**src/rtl/doorlock_ctrl.sv**
```systemverilog
// doorlock_ctrl: sequencing controller for the keypad entry path.
// Counts captured digits, checks the 4-digit code on ENTER against the stored
// password, drives unlock / err / alarm and clears or gates the digit shift
// register between attempts.
// Build macro PW_CHANGE_EN: when defined, a set_btn press while the door is open
// enters SET, where a new 4-digit password can be stored.
module doorlock_ctrl #(
    parameter logic [15:0] DEFAULT_PW     = 16'h1234,
    parameter int          UNLOCK_CYCLES  = 8,
    parameter int          MAX_FAIL       = 3,
    parameter int          LOCKOUT_CYCLES = 16
) (
    input  logic        clk,
    input  logic        rst,
    input  logic        key_any,
    input  logic        enter,
    input  logic        clear,
    input  logic        set_btn,
    input  logic [15:0] code_in,
    output logic        key_en,
    output logic        sr_clr,
    output logic [2:0]  digit_cnt,
    output logic        unlock,
    output logic        err,
    output logic        alarm,
    output logic [2:0]  state
);

    localparam int TMAX = (UNLOCK_CYCLES > LOCKOUT_CYCLES) ? UNLOCK_CYCLES : LOCKOUT_CYCLES;
    localparam int TW   = $clog2(TMAX + 1);
    localparam int FW   = $clog2(MAX_FAIL + 1);

    typedef enum logic [2:0] {
        S_IDLE    = 3'd0,
        S_CHECK   = 3'd1,
        S_OPEN    = 3'd2,
        S_FAIL    = 3'd3,
        S_LOCKOUT = 3'd4,
        S_SET     = 3'd5
    } state_t;

    state_t          state_q, state_d;
    logic [2:0]      digit_q, digit_d;
    logic [FW-1:0]   fail_q, fail_d;
    logic [TW-1:0]   timer_q, timer_d;
    logic [15:0]     pw;

    // Button levels are registered once; an event is that registered copy
    // rising relative to its own previous value.  Order is {clear, enter, key}.
    logic [2:0]      btn_cur, btn_prev;
    logic            key_ev, enter_ev, clear_ev;
    logic            match, last_fail;

    // Input capture and one-cycle history for rising-edge detection
    always_ff @(posedge clk or negedge rst) begin
        if (!rst) begin
            btn_cur  <= '0;
            btn_prev <= '0;
        end else begin
            btn_cur  <= {clear, enter, key_any};
            btn_prev <= btn_cur;
        end
    end

    assign key_ev   = btn_cur[0] & ~btn_prev[0];
    assign enter_ev = btn_cur[1] & ~btn_prev[1];
    assign clear_ev = btn_cur[2] & ~btn_prev[2];

`ifdef PW_CHANGE_EN
    logic        set_cur, set_prev, set_ev;
    logic [15:0] pw_q;
    logic        pw_we;

    // Edge detection for the password-change request and the writable password
    always_ff @(posedge clk or negedge rst) begin
        if (!rst) begin
            set_cur  <= 1'b0;
            set_prev <= 1'b0;
            pw_q     <= DEFAULT_PW;
        end else begin
            set_cur  <= set_btn;
            set_prev <= set_cur;
            if (pw_we) begin
                pw_q <= code_in;
            end
        end
    end

    assign set_ev = set_cur & ~set_prev;
    assign pw     = pw_q;
`else
    logic unused_set_btn;

    assign unused_set_btn = set_btn;
    assign pw             = DEFAULT_PW;
`endif

    assign match     = (digit_q == 3'd4) && (code_in == pw);
    assign last_fail = (int'(fail_q) + 1) == MAX_FAIL;

    // FSM, digit counter, failure counter and hold timer registers
    always_ff @(posedge clk or negedge rst) begin
        if (!rst) begin
            state_q <= S_IDLE;
            digit_q <= '0;
            fail_q  <= '0;
            timer_q <= '0;
        end else begin
            state_q <= state_d;
            digit_q <= digit_d;
            fail_q  <= fail_d;
            timer_q <= timer_d;
        end
    end

    // Next-state and output decode; clear outranks enter, enter outranks key
    always_comb begin
        state_d = state_q;
        digit_d = digit_q;
        fail_d  = fail_q;
        timer_d = timer_q;
        key_en  = 1'b0;
        sr_clr  = 1'b0;
        unlock  = 1'b0;
        err     = 1'b0;
        alarm   = 1'b0;
`ifdef PW_CHANGE_EN
        pw_we   = 1'b0;
`endif
        case (state_q)
            S_IDLE: begin
                key_en = 1'b1;
                if (clear_ev) begin
                    digit_d = '0;
                    sr_clr  = 1'b1;
                end else if (enter_ev) begin
                    state_d = S_CHECK;
                end else if (key_ev && digit_q != 3'd4) begin
                    digit_d = digit_q + 3'd1;
                end
            end
            S_CHECK: begin
                sr_clr  = 1'b1;
                digit_d = '0;
                if (match) begin
                    state_d = S_OPEN;
                    fail_d  = '0;
                    timer_d = TW'(UNLOCK_CYCLES - 1);
                end else if (last_fail) begin
                    state_d = S_LOCKOUT;
                    fail_d  = '0;
                    timer_d = TW'(LOCKOUT_CYCLES - 1);
                end else begin
                    state_d = S_FAIL;
                    fail_d  = fail_q + FW'(1);
                end
            end
            S_FAIL: begin
                err     = 1'b1;
                state_d = S_IDLE;
            end
            S_OPEN: begin
                unlock = 1'b1;
                if (timer_q == '0) begin
                    state_d = S_IDLE;
                end else begin
                    timer_d = timer_q - TW'(1);
`ifdef PW_CHANGE_EN
                    if (set_ev) begin
                        state_d = S_SET;
                        sr_clr  = 1'b1;
                        digit_d = '0;
                    end
`endif
                end
            end
            S_LOCKOUT: begin
                alarm = 1'b1;
                if (timer_q == '0) begin
                    state_d = S_IDLE;
                end else begin
                    timer_d = timer_q - TW'(1);
                end
            end
`ifdef PW_CHANGE_EN
            S_SET: begin
                unlock = 1'b1;
                key_en = 1'b1;
                if (clear_ev) begin
                    state_d = S_IDLE;
                    sr_clr  = 1'b1;
                    digit_d = '0;
                end else if (enter_ev) begin
                    state_d = S_IDLE;
                    sr_clr  = 1'b1;
                    digit_d = '0;
                    pw_we   = (digit_q == 3'd4);
                end else if (key_ev && digit_q != 3'd4) begin
                    digit_d = digit_q + 3'd1;
                end
            end
`endif
            default: begin
                state_d = S_IDLE;
            end
        endcase
    end

    assign digit_cnt = digit_q;
    assign state     = state_q;

endmodule

```
**config.mk**
```make
export PLATFORM = sky130hd
export DESIGN_NAME = doorlock_ctrl
export DESIGN_NICKNAME = d
export VERILOG_FILES = /design/src/rtl/doorlock_ctrl.sv
export SDC_FILE = /design/constraint.sdc
export NUM_CORES = 1
export LEC_CHECK = 0
export CAP_MARGIN = 15
export CORE_MARGIN = 2
export CORE_UTILIZATION = 40
export CTS_CLUSTER_SIZE = 12
export DETAILED_ROUTE_END_ITERATION = 6
export MAX_ROUTING_LAYER = met4
export PLACE_DENSITY = 0.72
export SLEW_MARGIN = 10
export SYNTH_ARGS = -nofsm -noshare
export SYNTH_HDL_FRONTEND = slang
export SYNTH_SLANG_ARGS = --single-unit
```
**constraint.sdc**
```tcl
create_clock -name clk -period 2.4 [get_ports clk]
set_input_delay 0.24 -clock clk [delete_from_list [all_inputs] [get_ports clk]]
set_output_delay 0.24 -clock clk [all_outputs]
set_load 0.05 [all_outputs]
```
==> impl_metrics.tcl <==
set metrics [dict create \
    result_of_the_run "finished, final reports clean" \
    synth.yosys.warnings 0 \
    mappedNetlistArea_um2 983 \
    clkLatencyLatePin_ns 0.29 \
    worst-r2r-cell-count 6 \
    power.leakage_nw 0.559 \
    synth_top_area_cell "sky130_fd_sc_hd__dfrtp_1" \
    holdWs_ns 0.377 \
    first_pass_iters 4 \
    hold_path_end "btn_prev[1]" \
    post_dp_cell_area_um2 1320 \
    cts_sinks 19 \
    net-switching-power_mw 0.711 \
    clock_transition_at_path_regs_ns 0.10 \
    postSynth.asyncResetShare_pct 100 \
    share_comb_of_total_power_pct 55.2 \
    start_util_pct 43.2 \
    switching_share_of_power_pct 47.0 \
    synth.yosys.seq_area_share_pct 48.3 \
    fillers 204 \
    drt-vias-per-instance 5.31 \
    worst-path-max-fanout 12 \
    first_global_vias 760 \
    portBuffers 31 \
    routabilityCongestion 0.869 \
    setup-violations-final 0 \
    synth_most_common_cell "sky130_fd_sc_hd__dfrtp_1" \
    placementRows 17 \
    diodes 0 \
    internal-power_mw 0.800 \
    synth.avg_cell_area_um2 10.2 \
    cts_buffers 3 \
    finalClockSkew_ns 0.00805 \
    r2r_end "timer_q[3]" \
    netlist_top_cells_count "sky130_fd_sc_hd__dfrtp_1 (19), sky130_fd_sc_hd__inv_1 (8), sky130_fd_sc_hd__nand2_1 (8), sky130_fd_sc_hd__nor3_1 (7), sky130_fd_sc_hd__o21ai_0 (7)" \
    io_pins 33 \
    ir_drop_mv 0.645 \
    pwr_density_cell_nw_per_um2 1130 \
    initial_antenna_violation_count 0 \
    post_synth_num_cell_types 37 \
    timing.critical_path.required_ns 2.16 \
    routed_wirelength_mm 1.92 \
    htreeDepth 1 \
    grt_first_pass_wirelength_mm 3.17 \
    layout-drive-gt1-share_pct 9.30 \
    clk_root_buffer_cell "sky130_fd_sc_hd__clkbuf_4" \
    max_cap_violations 0 \
    grt.overflow.total 0 \
    synth.top_cell.area_share_pct 48.3 \
    setup-tns-final_ns 0 \
    fraction_of_the_core_area_covered_by_cells_at_the_end_of_the_flow_pct 59.0 \
    post_cts_hold_buffers 0 \
    finalHoldViolations 0 \
    cts_resized 0 \
    wl_per_cell_um 12.2 \
    p_clk_share_pct 10.3 \
    core_region_area_um2 2280 \
    fp.dieArea_um2 2870 \
    area_delta_synth_final_pct 36.5 \
    first_iter_violations 11 \
    grt_setup_unrepaired "no" \
    cts_tree "yes" \
    clk_path_buf_depth 2 \
    fin_crit_sh_pct 93.2 \
    reg2reg_from "timer_q[0]" \
    cts_post_setup_buffers_inserted 0 \
    clock.fmax_mhz 447 \
    tightestPinTransition_ns 0.824 \
    synth_top_cells_by_area "sky130_fd_sc_hd__dfrtp_1 (48%), sky130_fd_sc_hd__ha_1 (3.8%), sky130_fd_sc_hd__nor3_1 (3.6%), sky130_fd_sc_hd__o21ai_0 (3.6%), sky130_fd_sc_hd__inv_1 (3.1%)" \
    detail_route.drc_violations 0 \
    postSynthCellCount 96 \
    hold-path-cell-count 0 \
    grt.total_usage_pct 16.0 \
    setup.worst_path.start_class "register" \
    synth-edff-count 0 \
    max_slew_margin_pct 44.9 \
    die_span_y_um 53.6 \
    mappedNetlistNets 121 \
    period_minus_slack_ns 2.24 \
    finish.instance_area_um2 1340 \
    drt.antenna.violating_nets 0 \
    slew_violations 0 \
    dieWidth_um 53.6 \
    synth_ff_type "sky130_fd_sc_hd__dfrtp_1" \
    power_mw 1.51 \
    critical_path_arrival_ns 2.00 \
    detailed_placement_hpwl_mm 1.54 \
    nNetsFinal 155 \
    worstSetupPathType "reg2out" \
    pwr-share-seq_pct 34.5 \
    crit_path_end_kind "output port" \
    r2r_slack_ns 0.69 \
    min-delay-path-class "reg2reg" \
    worst_hold_path_startpoint "btn_cur[1]" \
    routed-via-count 833 \
    grt_max_degree 20 \
    synth.ff_latch_count 19 \
]
==> cells by family (layout without fill, tap and decap cells) <==
kind of cell	count (synthesis)	in the layout	synth area share, %
AOI/OAI and AO/OA	22	22	15.5
xor gates and xnor gates	1	1	0.891
adders and majority gates	3	3	3.82
buffers and inverters	11	44	5.09
DFF	19	19	48.3
muxes	3	3	3.18
and+or+nand+nor	37	37	23.2
==> per-stage QoR <==
step	setup slack, ns	instances
after global placement	0.469	153
after CTS	0.132	157
after detailed placement	0.451	153
after floorplan	0.0160	96
final	0.164	157
after global routing	0.0514	157
==> power groups by stage <==
| stage | sequential [mW] | combinational [mW] | clock (mW) |
|---|---|---|---|
| after floorplan | 0.593 | 0.522 | 0 |
| after global placement | 0.521 | 0.826 | 0 |
| after detailed placement | 0.529 | 0.839 | 0 |
| after CTS | 0.521 | 0.843 | 0.165 |
| after global routing | 0.537 | 0.907 | 0.181 |
| final | 0.521 | 0.835 | 0.155 |
==> worst max-delay path, cell delays in order (launching register included) <==
cell,delay (ns)
sky130_fd_sc_hd__dfrtp_1,0.62
sky130_fd_sc_hd__nor3b_1,0.25
sky130_fd_sc_hd__clkdlybuf4s50_1,0.83
==> cell type report <==
class / count / area [um^2] / area share (%)
repair buffers: 32 / 318 / 23.7
well taps: 28 / 35.0 / 2.61
inverters: 8 / 30.0 / 2.24
clock buffers: 4 / 26.3 / 1.96
multi-input cells: 66 / 458 / 34.1
flip-flops and latches: 19 / 475 / 35.4
==> sequential cells by signal (all words and copies together) (netlist names) <==
name,cells
state,3
fail_q,2
timer_q,5
btn_prev,3
digit_cnt,3
btn_cur,3
==> cell usage in the layout, fill, tap and decap left out, types with 2 or more instances in the layout <==
master / instances
sky130_fd_sc_hd__nor2_1: 6
sky130_fd_sc_hd__nand2_1: 8
sky130_fd_sc_hd__nand4_1: 2
sky130_fd_sc_hd__mux2i_1: 2
sky130_fd_sc_hd__clkdlybuf4s50_1: 31
sky130_fd_sc_hd__ha_1: 3
sky130_fd_sc_hd__clkbuf_4: 3
sky130_fd_sc_hd__o31ai_1: 4
sky130_fd_sc_hd__a21oi_1: 3
sky130_fd_sc_hd__nor3_1: 7
sky130_fd_sc_hd__inv_1: 8
sky130_fd_sc_hd__o21ai_0: 7
sky130_fd_sc_hd__nor4b_2: 2
sky130_fd_sc_hd__dfrtp_1: 19
==> worst max-delay path by stage <==
stage,from,end,slack [ns],cells after the start
after global placement,code_in[9],timer_q[3],0.47,5
after CTS,state[2],alarm,0.13,2
after detailed placement,code_in[9],timer_q[3],0.45,5
after global routing,state[2],alarm,0.05,2
after floorplan,state[0],sr_clr,0.02,3
final,state[2],alarm,0.16,2
==> per-layer routing <==
metal  global-route usage (%)  vias to the layer above  routed length, um
met2                     26.1                       29                890
met4                     7.26                        0                 17
met5                        -                        -                  0
met3                     5.00                        2                110
met1                     17.9                      385                904
li1                         -                      417                  -
No activity file was read; power rests on OpenSTA's default activity.
